File: src/rtl/display_timing_480p.sv
// Pixel-clock timing generator for 640x480@60: free-running h/v counters with a
// registered decode stage, so every output on a cycle describes the same pixel.
module display_timing_480p #(
  parameter int CORDW  = 10,
  parameter int H_RES  = 640,
  parameter int H_FP   = 16,
  parameter int H_SYNC = 96,
  parameter int H_BP   = 48,
  parameter int V_RES  = 480,
  parameter int V_FP   = 10,
  parameter int V_SYNC = 2,
  parameter int V_BP   = 33,
  parameter bit H_POL  = 1'b0,
  parameter bit V_POL  = 1'b0,
  parameter int FCW    = 16
) (
  input  logic             i_clk,
  input  logic             i_rst,
  output logic [CORDW-1:0] sx,
  output logic [CORDW-1:0] sy,
  output logic             hsync,
  output logic             vsync,
  output logic             de,
  output logic             line,
  output logic             frame,
  output logic [FCW-1:0]   frame_cnt
);

  localparam int H_TOTAL = H_RES + H_FP + H_SYNC + H_BP;
  localparam int V_TOTAL = V_RES + V_FP + V_SYNC + V_BP;

  localparam logic [CORDW-1:0] H_LAST = CORDW'(H_TOTAL - 1);
  localparam logic [CORDW-1:0] V_LAST = CORDW'(V_TOTAL - 1);
  localparam logic [CORDW-1:0] H_ACT  = CORDW'(H_RES);
  localparam logic [CORDW-1:0] V_ACT  = CORDW'(V_RES);
  localparam logic [CORDW-1:0] HS_BEG = CORDW'(H_RES + H_FP);
  localparam logic [CORDW-1:0] HS_END = CORDW'(H_RES + H_FP + H_SYNC - 1);
  localparam logic [CORDW-1:0] VS_BEG = CORDW'(V_RES + V_FP);
  localparam logic [CORDW-1:0] VS_END = CORDW'(V_RES + V_FP + V_SYNC - 1);

  generate
    if (H_TOTAL > (1 << CORDW) || V_TOTAL > (1 << CORDW)) begin : g_cordw_too_small
      $error("display_timing_480p: H_TOTAL/V_TOTAL do not fit in CORDW bits");
    end
  endgenerate

  logic [CORDW-1:0] hc_q, hc_d;
  logic [CORDW-1:0] vc_q, vc_d;
  logic [CORDW-1:0] sx_q, sx_d;
  logic [CORDW-1:0] sy_q, sy_d;
  logic             hsync_q, hsync_d;
  logic             vsync_q, vsync_d;
  logic             de_q, de_d;
  logic             line_q, line_d;
  logic             frame_q, frame_d;
  logic             started_q, started_d;
  logic [FCW-1:0]   frame_cnt_q, frame_cnt_d;

  always_comb begin
    hc_d = hc_q + CORDW'(1);
    vc_d = vc_q;
    if (hc_q == H_LAST) begin
      hc_d = '0;
      vc_d = (vc_q == V_LAST) ? '0 : vc_q + CORDW'(1);
    end

    sx_d    = hc_q;
    sy_d    = vc_q;
    hsync_d = (hc_q >= HS_BEG && hc_q <= HS_END) ? H_POL : ~H_POL;
    vsync_d = (vc_q >= VS_BEG && vc_q <= VS_END) ? V_POL : ~V_POL;
    de_d    = (hc_q < H_ACT) && (vc_q < V_ACT);
    line_d  = (hc_q == '0);
    frame_d = line_d && (vc_q == '0);

    // The frame registered right after reset is frame 0, so it is not counted.
    started_d   = started_q | frame_d;
    frame_cnt_d = (frame_d && started_q) ? frame_cnt_q + FCW'(1) : frame_cnt_q;
  end

  always_ff @(posedge i_clk or negedge i_rst) begin
    if (!i_rst) begin
      hc_q        <= '0;
      vc_q        <= '0;
      sx_q        <= '0;
      sy_q        <= '0;
      hsync_q     <= ~H_POL;
      vsync_q     <= ~V_POL;
      de_q        <= 1'b0;
      line_q      <= 1'b0;
      frame_q     <= 1'b0;
      started_q   <= 1'b0;
      frame_cnt_q <= '0;
    end else begin
      hc_q        <= hc_d;
      vc_q        <= vc_d;
      sx_q        <= sx_d;
      sy_q        <= sy_d;
      hsync_q     <= hsync_d;
      vsync_q     <= vsync_d;
      de_q        <= de_d;
      line_q      <= line_d;
      frame_q     <= frame_d;
      started_q   <= started_d;
      frame_cnt_q <= frame_cnt_d;
    end
  end

  assign sx        = sx_q;
  assign sy        = sy_q;
  assign hsync     = hsync_q;
  assign vsync     = vsync_q;
  assign de        = de_q;
  assign line      = line_q;
  assign frame     = frame_q;
  assign frame_cnt = frame_cnt_q;

endmodule

File: config.mk
export PLATFORM = sky130hd
export DESIGN_NAME = display_timing_480p
export DESIGN_NICKNAME = d
export VERILOG_FILES = /design/src/rtl/display_timing_480p.sv
export SDC_FILE = /design/constraint.sdc
export NUM_CORES = 1
export LEC_CHECK = 0
export CAP_MARGIN = 0
export CORE_UTILIZATION = 53
export DETAILED_ROUTE_END_ITERATION = 10
export PLACE_DENSITY_LB_ADDON = 0.2
export REMOVE_ABC_BUFFERS = 1
export SYNTH_ARGS = -nofsm -noshare
export SYNTH_HDL_FRONTEND = slang
export SYNTH_SLANG_ARGS = --single-unit
File: constraint.sdc
create_clock -name i_clk -period 2.1 [get_ports i_clk]
set_input_delay 0.42 -clock i_clk [delete_from_list [all_inputs] [get_ports i_clk]]
set_output_delay 0.42 -clock i_clk [all_outputs]
set_load 0.02 [all_outputs]
Word level (Yosys, flattened, before mapping)

Cells that the tools add are included.

Eq/ne operators: 2
Add/sub/neg operators: 3
Muxes and demuxes: 4
Reductions and logical operators: 7
Bitwise operators: 1
Magnitude comparators: 6

Operators with widths:

| operator              | number |
|---|---|
| $add 10x1->10 const B | 2 |
| $eq 10x10->1 const B  | 2 |
| $logic_not 10->1      | 2 |
| $mux 10               | 2 |
| $add 16x1->16 const B | 1 |
| $ge 10x10->1 const B  | 1 |
| $ge 10x9->1 const B   | 1 |
| $le 10x10->1 const B  | 1 |
| $le 10x9->1 const B   | 1 |
| $lt 10x10->1 const B  | 1 |
| $lt 10x9->1 const B   | 1 |
| $logic_and 1x1->1     | 5 |
| $mux 1                | 2 |
| $or 1x1->1            | 1 |

Logic and storage cells: 34
Input port bits: 2
Flip-flop bits (word level): 62
Output and inout port bits: 41

Depth between registers and ports, before layout

Depth in word-level cells: 3
Gate-level depth with buffers: 7

Worst setup path before layout

OpenSTA, ideal clock, no wires.

Kind: reg-to-reg
Start: reg vc_q[0] (netlist: sy_d[0])
End: reg frame_cnt_q[1] (netlist: frame_cnt[1])
Setup time: 0.125 ns
Data required time: 1.975 ns
Setup slack: 0.379 ns
Data arrival time: 1.596 ns
Period minus slack after synthesis: 1.721 ns
Stages on the path, launching flop included: 7
Cells stage by stage: dfrtp_1 > inv_1 > ha_1 > nor2b_1 > nand4_4 > nor2_1 > mux2_2

Cells in the longest elaborated chain, start to end: 3

RTL lines:

| element                | line | text |
|---|---|---|
| from (decl)            | 48   | `logic [CORDW-1:0] vc_q, vc_d;` |
| from (signal assigned) | 95   | `vc_q <= vc_d;` |
| $logic_not 10->1       | 73   | `frame_d = line_d && (vc_q == '0);` |
| $logic_and 1x1->1      | 73   |  |
| $logic_and 1x1->1      | 77   | `frame_cnt_d = (frame_d && started_q) ? frame_cnt_q + FCW'(1) : frame_cnt_q;` |
| to (signal assigned)   | 104  | `frame_cnt_q <= frame_cnt_d;` |
| to (decl)              | 57   | `logic [FCW-1:0] frame_cnt_q, frame_cnt_d;` |

Every way passes these cells.
A chain may end at the register's enable or synchronous reset.

Worst setup path after layout

Start: reg vc_q[0] (netlist: sy_d[0])
End: reg frame_cnt_q[11] (netlist: frame_cnt[11])

Same word-level chain as after synthesis.

==> results.toml <==
[yosys]
synth_cells = 224
synth_edf_count = 0
synth-adder-area-share = 0.0277
async_reset_ff_frac = 1.00
yosys_most_used_dff = "dfrtp_1"
synth_largest_area_cell = "dfrtp_1"
yosysUniqueCellTypes = 43
synth-seq-area-share = 0.574
synth-xor-area-share = 0.0809
synth.yosys.warnings = 0
synth_mux_area_frac = 0.00416
netlist.area_leader.share = 0.555
synth_common_cells = "dfrtp_1 (60), xor2_1 (16), nand2_1 (15), nand4_1 (13), nor2_1 (13)"
synth_area_mm2 = 0.00271
synth_seq_cells = 62
synth_area_per_cell_um2 = 12.1
synth_compound_area_frac = 0.0508
synth.area.top_cells = "dfrtp_1 (55%), xor2_1 (5.2%), nor4_4 (3.1%)"
yosysMostFrequentCell = "dfrtp_1"
synth_top_family_by_area = "simple AND/OR/NAND/NOR gates"
synthSimpleGateAreaFrac = 0.229

[timing]
relSlewSlack = 0.746
tns_ps = 0
skew_ps = 7.19
period_share = 0.920
layout_min_cycle_time_ps = 1930
setup_ws_ps = 168
clock.fmax_ghz = 0.518
worst_slew_pin_slew_ps = 378
setup_viol = 0
hold_viol = 0
rsz0062_at_grt = "no"
slew_viol_final = 0

[floorplanning]
ios = 43
die-area_mm2 = 0.00540
initial_utilization = 0.562
dieHeight_um = 73.5
num_rows = 25
die_w_um = 73.5
core_area_mm2 = 0.00482

[worst_setup_path]
crit_path_top_delay_cell = "dfrtp_1"
path_max_fanout = 10
cp-end-kind = "register"
cp-startpoint = "sy_d[0]$_DFFE_PN0N_"
path_class = "register to register"
reg2reg_slack_ps = 170
cpPeakStageDelay_ps = 440
start_kind = "register"
arrival_ps = 2190
reg2reg_to = "frame_cnt[11]$_DFFE_PN0P_"
rr_startpoint = "sy_d[0]$_DFFE_PN0N_"
cp-endpoint = "frame_cnt[11]$_DFFE_PN0P_"
ff2ff_path_depth = 7
critPathRequiredTime_ps = 2360
crit_chain = "inv_1 -> ha_1 -> nor2b_2 -> nand4_4 -> buf_4 -> nor4_2 -> xor2_1"

[route]
drt_iter0_markers = 102
wl_per_cell_um = 14.4
vias = 1913
drc_errors = 0
finalWirelength_um = 5110
via_per_inst = 5.37
first_pass_iters = 4
ant_nets = 0

[grt]
antenna_found_initial = 0
grt_first_pass_wirelength_um = 8270
track_usage = 0.206
overflow = 0
grt_pass1_vias = 1800
grt_max_degree = 63

[clock_network]
clock_path_buffers = 2
cts.sinks = 62
htree_levels = 3
postCtsHoldBufs = 0
root_buffer = "clkbuf_8"
clkTransAtPathRegs_ps = 70
cts_tree = "built"
numCtsBuffers = 9
clock_latency_ps = 330

[power_and_ir_drop]
p_leak_nw = 1.62
vdd_drop_max_uv = 427
p_per_area_mw_per_mm2 = 648

[status]
status = "complete, no violations"

[place]
io_buffers = 42
dp_hpwl_um = 3430
pre_cts_slack_ps = 56.6
finalWeightedCongestion = 0.929

[run]
cap_violations = 0

[layout]
n_antenna_cell = 0
fin_nets = 292
drive_gt1_frac = 0.159
area_growth_pct = 28.8

[worst_hold_path]
hp-class = "primary input to asynchronous set/reset pin"
[worst min-delay path by stage]
| stage | slack, ps | end | start |
|---|---|---|---|
| 2_1_floorplan | 120 | de$_DFF_PN0_ | i_rst |
| 3_3_place_gp | 450 | sy[7]$_DFF_PN0_ | i_rst |
| 3_5_place_dp | 450 | sy[6]$_DFF_PN0_ | i_rst |
| 4_1_cts | 100 | sy[3]$_DFF_PN0_ | i_rst |
| 5_1_grt | 130 | sy[4]$_DFF_PN0_ | i_rst |
| 6_report | 90 | sy[8]$_DFF_PN0_ | i_rst |
[flip-flops by register name, indices dropped and copies added (netlist names)]
signal,flops
sx,10
de,1
frame_cnt,16
sy,10
sy_d,10
hc_q,10
started_q,1
hsync,1
frame,1
vsync,1
line,1
[routing by layer]
metal / global-route usage / vias to the layer above / wire [um]
met3: 0.0384 / 10 / 196
met4: 0.0983 / 0 / 105
met5: 0 / - / 0
met1: 0.277 / 936 / 2360
met2: 0.324 / 43 / 2450
li1: - / 924 / -
[per-stage QoR]
step                      cells   util  hold WS, ps  instance area, um2  total power (W)
after CTS                   352  0.714          100                3440          0.00227
after global routing        356  0.724          126                3490          0.00232
final                       356  0.724         89.0                3490          0.00226
after detailed placement    336  0.672          453                3240          0.00125
after floorplan             217      -          124                2650          0.00122
after global placement      336  0.672          450                3240          0.00124
[kinds of logic (layout without fill, tap and decap cells)]
| kind of cell | count (synthesis) | count (layout) |
|---|---|---|
| compound gates | 21 | 21 |
| xor+xnor | 25 | 25 |
| fa+ha+maj | 6 | 6 |
| buf+inv | 16 | 81 |
| flops | 62 | 62 |
| mux | 1 | 1 |
| simple gates | 93 | 93 |
[layout make-up]
cell class / count / area [um2]
sequential: 62 / 1550
timing repair buffer: 56 / 546
clock buffer: 12 / 155
multi-input combinational: 146 / 1070
clock inverter: 4 / 45.0
inverter: 9 / 33.8
fill: 354 / 1330
tap: 67 / 83.8
[power by group]
group | leakage [nW] | internal (W) | switching (W)
sequential | 0.825 | 0.00119 | 0
combinational | 0.691 | 0.00000461 | 0.0000220
clock | 0.106 | 0.000607 | 0.000431
[worst max-delay path, delay by kind of cell (launching register included)]
| family | cells | cell delay (ps) |
|---|---|---|
| fa+ha+maj | 1 | 170 |
| xor+xnor | 1 | 170 |
| buf+inv | 2 | 370 |
| simple gates | 3 | 710 |
| flops | 1 | 440 |
[cell usage in the layout (no fill, tap or decap), types with 2 or more instances in the layout]
cell and instances:
and2_1 3, nand2_1 15, o21ai_0 8, buf_4 12, dfrtp_1 60, nor4_4 4
clkinv_2 3, clkbuf_8 11, and4_1 3, xor2_1 16, nand4_1 13, buf_12 2
and3b_1 2, o211ai_1 2, clkdlybuf4s50_1 41, inv_1 9, nand3_1 11, nor4_1 4
xnor2_1 9, ha_1 6, and3_1 3, o31ai_1 4, dfstp_2 2, nor3_1 9
nor2_1 13
[timing repair]
action                     4_1_cts  5_1_grt
resized for setup                0        2
buffers inserted                 0        4
setup endpoints to repair        0        4
Note: power is estimated with default switching activity, not from simulation.
